--- src/rtl/sha_word_window.sv ---
// sha_word_window
//   Sliding window of SHA-256 message-schedule words. Slot 0 is the oldest
//   word and slot DEPTH-1 the newest. Supports shift-in, indexed load,
//   synchronous clear, a saturating fill count and four fixed schedule taps.
//
// Ports
//   CLK        rising-edge clock
//   RST        asynchronous reset, active-low
//   clear      synchronous clear of window and fill count (highest priority)
//   shift      shift data_i into the newest slot (beats load)
//   load       write data_i into slot load_idx (ignored if load_idx >= DEPTH)
//   load_idx   slot index for load
//   data_i     write data for shift or load
//   rd_idx     read index
//   rd_data_o  combinational read of slot rd_idx (0 when out of range)
//   tap_*_o    slot contents at TAP_A..TAP_D
//   count_o    saturating count of words shifted in since reset/clear
//   full_o     registered (count_o == DEPTH)
//   drop_o     registered one-cycle pulse per shift that discards the oldest word
module sha_word_window #(
  parameter int unsigned WIDTH = 32,
  parameter int unsigned DEPTH = 16,
  parameter int unsigned IDX_W = 4,
  parameter int unsigned TAP_A = 0,
  parameter int unsigned TAP_B = 1,
  parameter int unsigned TAP_C = 9,
  parameter int unsigned TAP_D = 14
) (
  input  logic             CLK,
  input  logic             RST,
  input  logic             clear,
  input  logic             shift,
  input  logic             load,
  input  logic [IDX_W-1:0] load_idx,
  input  logic [WIDTH-1:0] data_i,
  input  logic [IDX_W-1:0] rd_idx,
  output logic [WIDTH-1:0] rd_data_o,
  output logic [WIDTH-1:0] tap_a_o,
  output logic [WIDTH-1:0] tap_b_o,
  output logic [WIDTH-1:0] tap_c_o,
  output logic [WIDTH-1:0] tap_d_o,
  output logic [IDX_W:0]   count_o,
  output logic             full_o,
  output logic             drop_o
);

  if (TAP_A >= DEPTH || TAP_B >= DEPTH || TAP_C >= DEPTH || TAP_D >= DEPTH) begin : g_bad_tap
    $fatal(1, "sha_word_window: tap index outside 0..DEPTH-1");
  end
  if ((64'd1 << IDX_W) < 64'(DEPTH)) begin : g_bad_idx
    $fatal(1, "sha_word_window: 2**IDX_W < DEPTH");
  end
  if (DEPTH < 2 || DEPTH > 64) begin : g_bad_depth
    $fatal(1, "sha_word_window: DEPTH outside 2..64");
  end

  localparam logic [IDX_W:0] CNT_FULL = DEPTH[IDX_W:0];

  logic [WIDTH-1:0] slot_q [DEPTH];
  logic [WIDTH-1:0] slot_d [DEPTH];
  logic [IDX_W:0]   count_q, count_d;
  logic             full_q, full_d;
  logic             drop_q, drop_d;

  always_comb begin
    slot_d  = slot_q;
    count_d = count_q;
    drop_d  = 1'b0;
    if (clear) begin
      for (int unsigned i = 0; i < DEPTH; i++) slot_d[i] = '0;
      count_d = '0;
    end else if (shift) begin
      for (int unsigned i = 0; i < DEPTH - 1; i++) slot_d[i] = slot_q[i+1];
      slot_d[DEPTH-1] = data_i;
      // full_q mirrors count_q == DEPTH, so it doubles as the saturation flag
      if (full_q) drop_d = 1'b1;
      else        count_d = count_q + 1'b1;
    end else if (load) begin
      // Out-of-range indices match no slot and therefore write nothing
      for (int unsigned i = 0; i < DEPTH; i++) begin
        if (load_idx == i[IDX_W-1:0]) slot_d[i] = data_i;
      end
    end
    full_d = (count_d == CNT_FULL);
  end

  always_ff @(posedge CLK or negedge RST) begin
    if (!RST) begin
      for (int unsigned i = 0; i < DEPTH; i++) slot_q[i] <= '0;
      count_q <= '0;
      full_q  <= 1'b0;
      drop_q  <= 1'b0;
    end else begin
      for (int unsigned i = 0; i < DEPTH; i++) slot_q[i] <= slot_d[i];
      count_q <= count_d;
      full_q  <= full_d;
      drop_q  <= drop_d;
    end
  end

  always_comb begin
    rd_data_o = '0;
    for (int unsigned i = 0; i < DEPTH; i++) begin
      if (rd_idx == i[IDX_W-1:0]) rd_data_o = slot_q[i];
    end
  end

  assign tap_a_o = slot_q[TAP_A];
  assign tap_b_o = slot_q[TAP_B];
  assign tap_c_o = slot_q[TAP_C];
  assign tap_d_o = slot_q[TAP_D];
  assign count_o = count_q;
  assign full_o  = full_q;
  assign drop_o  = drop_q;

endmodule

--- config.mk ---
export PLATFORM = sky130hd
export DESIGN_NAME = sha_word_window
export DESIGN_NICKNAME = d
export VERILOG_FILES = /design/src/rtl/sha_word_window.sv
export SDC_FILE = /design/constraint.sdc
export NUM_CORES = 1
export LEC_CHECK = 0
export CAP_MARGIN = 10
export CORE_AREA = 5 5 296 298
export CTS_CLUSTER_DIAMETER = 120
export DETAILED_ROUTE_END_ITERATION = 10
export DIE_AREA = 0 0 301 303
export HOLD_SLACK_MARGIN = 0.12
export PLACE_DENSITY = 0.55
export SYNTH_ARGS = -nofsm -noshare
export SYNTH_HDL_FRONTEND = slang
export SYNTH_SLANG_ARGS = --single-unit
--- constraint.sdc ---
create_clock -name CLK -period 2.9 [get_ports CLK]
set_input_delay 0.58 -clock CLK [delete_from_list [all_inputs] [get_ports CLK]]
set_output_delay 0.58 -clock CLK [all_outputs]
set_load 0.005 [all_outputs]
==> results of run 1 <==
-- layout make-up --
class / instances / share of cell area
timing repair buffer: 546 / 0.1515
clock buffer: 80 / 0.04694
multi-input combinational: 2277 / 0.3877
clock inverter: 25 / 0.008834
tap: 1144 / 0.04010
inverter: 8 / 0.0009114
sequential: 519 / 0.3640
-- how the worst min path moves through the flow --
stage                              to         from  cells past startpoint
after global placement    slot_q[378]  slot_q[378]                      2
after global routing           drop_o        shift                      3
after CTS                      drop_o        shift                      3
after detailed placement  slot_q[436]  slot_q[436]                      2
after floorplan            count_o[0]          RST                      0
final                          drop_o        shift                      3
-- worst max-delay path: cells and delay by family --
family | cells | cell delay [ns]
compound gates | 4 | 0.94
buf+inv | 4 | 0.69
simple gates | 1 | 0.06
-- per-layer routing --
layer,wire (µm),GRT usage
met1,45840,0.2998
met2,59990,0.4516
met3,5172,0.03170
met4,4642,0.08940
met5,0,0
-- report_power, final --
| part | internal (W) | switching (W) | total, W |
|---|---|---|---|
| logic | 0.00151 | 0.00210 | 0.00361 |
| registers | 0.00775 | 0.000557 | 0.00831 |
| clock network | 0.00457 | 0.00329 | 0.00786 |
| total | 0.0138 | 0.00595 | 0.0198 |
-- sequential cells by signal (all words and copies together), names as in the netlist --
signal	flops
slot_q	384
tap_a_o	32
tap_b_o	32
tap_c_o	32
tap_d_o	32
count_o	5
drop_o	1
full_o	1
-- cells in the final DEF (no fill, tap or decap), types with 27 or more instances in the layout --
| master | count |
|---|---|
| a21oi_1 | 522 |
| buf_12 | 55 |
| buf_4 | 263 |
| clkbuf_16 | 60 |
| clkdlybuf4s50_1 | 172 |
| dfrtp_1 | 515 |
| mux2_2 | 28 |
| mux2i_1 | 118 |
| nand2_1 | 594 |
| nand2b_1 | 37 |
| nor2_1 | 98 |
| nor2b_1 | 41 |
| o211ai_1 | 27 |
| o21ai_0 | 75 |
| o22ai_1 | 48 |
| o31ai_1 | 480 |
-- stage by stage --
| step | instances | hold slack, ns | worst slack (ns) | total power [W] | TNS, ns |
|---|---|---|---|---|---|
| 3_3_place_gp | 4450 | 0.4840 | -1.124 | 0.01192 | -24.56 |
| 6_report | 4599 | 0.1999 | 0.02746 | 0.01977 | 0 |
| 4_1_cts | 4585 | 0.1830 | 0.001079 | 0.01986 | 0 |
| 2_1_floorplan | 3260 | 0.2844 | 0.5079 | 0.01017 | 0 |
| 3_5_place_dp | 4450 | 0.4916 | -1.127 | 0.01194 | -24.63 |
| 5_1_grt | 4599 | 0.1970 | -0.03349 | 0.02052 | -0.06576 |
-- cell families after synthesis --
logic type               after synthesis
AO/OA/AOI/OAI                       1301
XOR/XNOR                               4
adder cells (fa/ha/maj)                1
buffers and inverters                464
flip-flops                           519
multiplexers                         158
AND/OR/NAND/NOR                      813
-- what timing repair did --
action,4_1_cts,5_1_grt
endpoints found under the setup margin,32,28
buffers inserted,31,13
pin swaps,36,19
endpoints found under the hold margin,39,0
resized for setup,142,45
gates cloned,1,1
hold buffers,1,0
==> results.cfg, run 1 <==
[synthesis]
synthXorXnorAreaFrac = 0.001197
synth-seq-cells = 519
synth_edf_count = 0
synthCells = 3260
yosysWarningCount = 0
yosysMostFrequentCell = nand2_1
synthTopCellsByArea = dfrtp_1 (44%), o31ai_1 (12%), a21oi_1 (9.0%)
syn_area_per_cell_um2 = 8.981
synthDistinctLibCells = 58
seq_area_frac_synth = 0.4436
syn_nets = 3306
yosys.area_share.adder = 0.0004274
async_flop_share = 1.000
synth_top_area_share = 0.4436
netlist_top_cells_count = nand2_1 (600), a21oi_1 (524), dfrtp_1 (519)
syn_area_um2 = 29280
synth.area.mux_share = 0.05778
synth_top_area_cell = dfrtp_1
ys.flop_type = dfrtp_1
synth-compound-area-share = 0.2850
synth-simple-area-share = 0.1143
synth_top_family_by_area = compound AO/OA/AOI/OAI gates

[detailed_routing]
ant_nets = 0
wire_per_inst_um = 25.14
dr_total_vias = 25870
drtIter0Drc = 2235
drt-total-wl_um = 115600
first_pass_iters = 5
drc_errors = 0
via_per_inst = 5.624

[pwr]
vdd.ir_drop.worst_mv = 0.4549
leakagePower_nw = 14.60
power_density_nw_per_um2 = 554.0

[placed_design]
port_buffers = 211
place_congestion = 0.9361
placed_area_um2 = 32920
detailed_place_hpwl_um = 80030

[setup_path]
path_cells = buf_12, buf_12, buf_4, nor2_1, o32ai_1, o211ai_1, a22o_1, a21oi_4, buf_2
worstPathRequired_ns = 2.32
cp_data_arrival_time_ns = 2.29
crit_path_start_kind = input pin
slowest_delay_ns = 0.28
path_class = input pin to output port
reg2reg_from = full_o
crit_path_end_kind = output port
cpMaxStageDelayCell = a22o_1
r2r_slack_ns = 1.39
path_max_fanout = 15
crit_start = rd_idx[0]
endpoint = rd_data_o[5]
r2r-end = full_o
cp_common_cell = buf_12
reg2reg_depth = 5

[global_routing]
gr-total-overflow = 0
grt_max_degree = 214
grt_pass1_vias = 25970
grt_pass1_wl_um = 172400
grt_usage = 0.2473
antenna_found_initial = 1

[outcome]
status = completed

[timing]
fmax_mhz = 348.1
finalSetupViolCount = 0
rsz0062_at_grt = yes
finalCritPeriodShare = 0.9905
skew_ns = 0.02023
finalHoldViolCount = 0
worst_pin_slew_ns = 1.124
slew_viol_final = 0
relSlewSlack = 0.2494
min_period_ns = 2.873

[clock_network]
clkSinkCount = 519
cts_tree = yes
cts.clk_slew.worst_paths_ns = 0.06
cts_root_buffer = clkbuf_16
clockBufferDepth = 3
numCtsBuffers = 59
cts_max_level = 2
worstSkewPairLatency_ns = 0.65

[layout]
final_layout_size_suffix_gt1_frac = 0.1661
multi_input_area_um2 = 13840
diodes = 0
seq_area_um2 = 12990
postLayoutCoreUtil = 0.4218
stdcell_area_um2 = 35690
syn2layout_area_growth_pct = 21.92
nets = 3457
fill_cells = 8449

[worst_hold_path]
min_path_type = input pin to flop

[die]
start_util = 0.3460
die_h_um = 303
die_area_um2 = 91200
io-pin-count = 212
rows = 107
core_area_um2 = 84610
die_width_um = 301

[flow_run]
max_cap_viol_count = 0
(Power assumes the default switching activity.)
==> inputs of run 2 (changes only) <==
--- a/config.mk
+++ b/config.mk
@@ -6,10 +6,11 @@
 export NUM_CORES = 1
 export LEC_CHECK = 0
 export CAP_MARGIN = 10
-export CORE_AREA = 5 5 296 298
+export CORE_AREA = 2 2 293 295
 export CTS_CLUSTER_DIAMETER = 120
 export DETAILED_ROUTE_END_ITERATION = 10
-export DIE_AREA = 0 0 301 303
+export DIE_AREA = 0 0 295 297
+export GPL_ROUTABILITY_DRIVEN = 0
 export HOLD_SLACK_MARGIN = 0.12
 export PLACE_DENSITY = 0.55
 export SYNTH_ARGS = -nofsm -noshare
==> run 2 against run 1 <==
Compared with the run above: die area down 3.9%; worst hold slack better by 0.057 ns; sequential cell count stayed put; critical path depth is 1 higher; sequential share of layout area down 0.12 points; cell area rose by 0.45%; global-route usage up 0.24 points; sequential power barely moved; via count increased by 0.56%; clock-buffer cell count increased by 3; setup slack worse by 0.011 ns; critical endpoint is now rd_data_o[7]; largest cell class unchanged.
==> results.cfg, run 2 (synthesized netlist as in run 1, its figures left out) <==
[flow_run]
max_cap_viol_count = 0

[setup_path]
timing.critical_path.buf_inv = 5
cpMaxStageDelayCell = o211ai_1
slowest_delay_ns = 0.31
crit_cells = 10
crit_path_start_kind = input pin
r2r_slack_ns = 1.38
reg2reg_depth = 5
path_class = input pin to output port
r2r-end = full_o
endpoint = rd_data_o[7]
cp_data_arrival_time_ns = 2.30
path_cells = buf_16, buf_12, buf_12, buf_6, mux2i_2, a21oi_1, o211ai_1, a31oi_1, o22a_1, buf_2
crit_start = rd_idx[0]
path_max_fanout = 7
worstPathRequired_ns = 2.32
crit_path_end_kind = output port
reg2reg_from = full_o
cp_common_cell = buf_12
cp_top_family = compound AO/OA/AOI/OAI gates

[layout]
layout_commonest_cell = nand2_1
final_cell_count_no_fill = 4637
nets = 3490
largest_reg_flops = 384
final_cell_mix = nand2_1 (597), a21oi_1 (517), dfrtp_1 (503)
syn2layout_area_growth_pct = 22.47
final_layout_size_suffix_gt1_frac = 0.1752
diodes = 0
regMostFlops = slot_q
fill_cells = 8394

[die]
core_area_um2 = 84480
rows = 107
start_util = 0.3466
die_width_um = 295
die_area_um2 = 87620
io-pin-count = 212
die_h_um = 297

[timing]
min_period_ns = 2.883
rsz0062_at_grt = yes
finalHoldViolCount = 0
skew_ns = 0.01959
setup_ws_ns = 0.01673
finalSetupViolCount = 0
relSlewSlack = 0.2581
slew_viol_final = 0
worst_pin_slew_ns = 1.113
fmax_mhz = 346.8
final.setup.tns_ns = 0
finalCritPeriodShare = 0.9942

[placed_design]
detailed_place_hpwl_um = 76750
dp_cells = 4453
preCtsSetupSlack_ns = -0.6268
port_buffers = 211

[pwr]
leakagePower_nw = 14.72
vdd.ir_drop.worst_mv = 0.4028
switchingPower_w = 0.005864
p_int_w = 0.01372
pwr-share-seq = 0.425
swShare = 0.2995
power_density_nw_per_um2 = 546.1
power_frac_clock = 0.392
power_frac_comb = 0.183

[clock_network]
cts_max_level = 2
numCtsBuffers = 57
clockBufferDepth = 3
cts_root_buffer = clkbuf_16
cts_tree = yes
clkSinkCount = 519
cts.clk_slew.worst_paths_ns = 0.06
worstSkewPairLatency_ns = 0.64

[detailed_routing]
dr_total_vias = 26010
wire_per_inst_um = 24.09
drc_errors = 0
drtIter0Drc = 2259
via_per_inst = 5.609
ant_nets = 0
first_pass_iters = 9
drt-total-wl_um = 111700

[global_routing]
grt_pass1_vias = 25440
gr-total-overflow = 0
antenna_found_initial = 1
grt_pass1_wl_um = 166300
grt_usage = 0.2497
grt_max_degree = 201

[worst_hold_path]
min_path_type = input pin to flop

[outcome]
status = completed
run 2: per-stage QoR:
step / power [W] / util / area [µm²] / hold slack, ns
detailed placement: 0.01187 / 0.3887 / 32840 / 0.4535
global placement: 0.01185 / 0.3887 / 32840 / 0.4557
CTS: 0.01967 / 0.4216 / 35620 / 0.2259
global route: 0.02035 / 0.4244 / 35850 / 0.2449
finish: 0.01958 / 0.4244 / 35850 / 0.2570
floorplan: 0.01017 / - / 29280 / 0.2844
run 2: area by class of cell:
class                   instances  area (µm²)  area share
clock buffers                  83        1664     0.04641
clock inverters                25       282.8    0.007887
inverters                       8       30.03   0.0008375
multi-input cells            2277       13780      0.3845
flip-flops and latches        519       13010      0.3628
well taps                    1144        1431     0.03992
repair buffers                581        5654      0.1577
run 2: worst reg2reg max path, delay by kind of cell, from the launching register on:
kind,cells,cell delay [ns]
xor gates and xnor gates,1,0.15
and+or+nand+nor,4,0.87
DFF,1,0.40
run 2: how the worst min path moves through the flow:
| stage | from | endpoint | slack [ns] | cells after the start |
|---|---|---|---|---|
| global route | clear | tap_a_o[16] | 0.24 | 2 |
| detailed placement | RST | tap_a_o[22] | 0.45 | 1 |
| finish | clear | count_o[1] | 0.26 | 2 |
| global placement | RST | slot_q[25] | 0.46 | 1 |
| floorplan | RST | count_o[0] | 0.28 | 0 |
| CTS | clear | tap_a_o[6] | 0.23 | 2 |
run 2: routing by layer:
layer,vias to the layer above,global-route usage,part of all wire
met2,853,0.4383,0.51
met5,-,0,0
met3,230,0.03698,0.056
met1,12900,0.3005,0.39
met4,0,0.1124,0.049
li1,12030,-,-
run 2: what timing repair did:
| item | 4_1_cts | 5_1_grt |
|---|---|---|
| pin swaps | 35 | 35 |
| setup endpoints to repair | 32 | 22 |
| cloned | 2 | 0 |
| endpoints found under the hold margin | 64 | 0 |
| hold buffers | 1 | 0 |
| setup buffers | 59 | 18 |
| gates resized for setup | 140 | 46 |
run 2: power by group through the flow:
stage	sequential (W)	clock, W	combinational [W]
after CTS	0.00831	0.00779	0.00357
after global placement	0.00845	0	0.00340
after detailed placement	0.00845	0	0.00342
after global routing	0.00837	0.00810	0.00388
final	0.00832	0.00767	0.00359
after floorplan	0.00818	0	0.00199
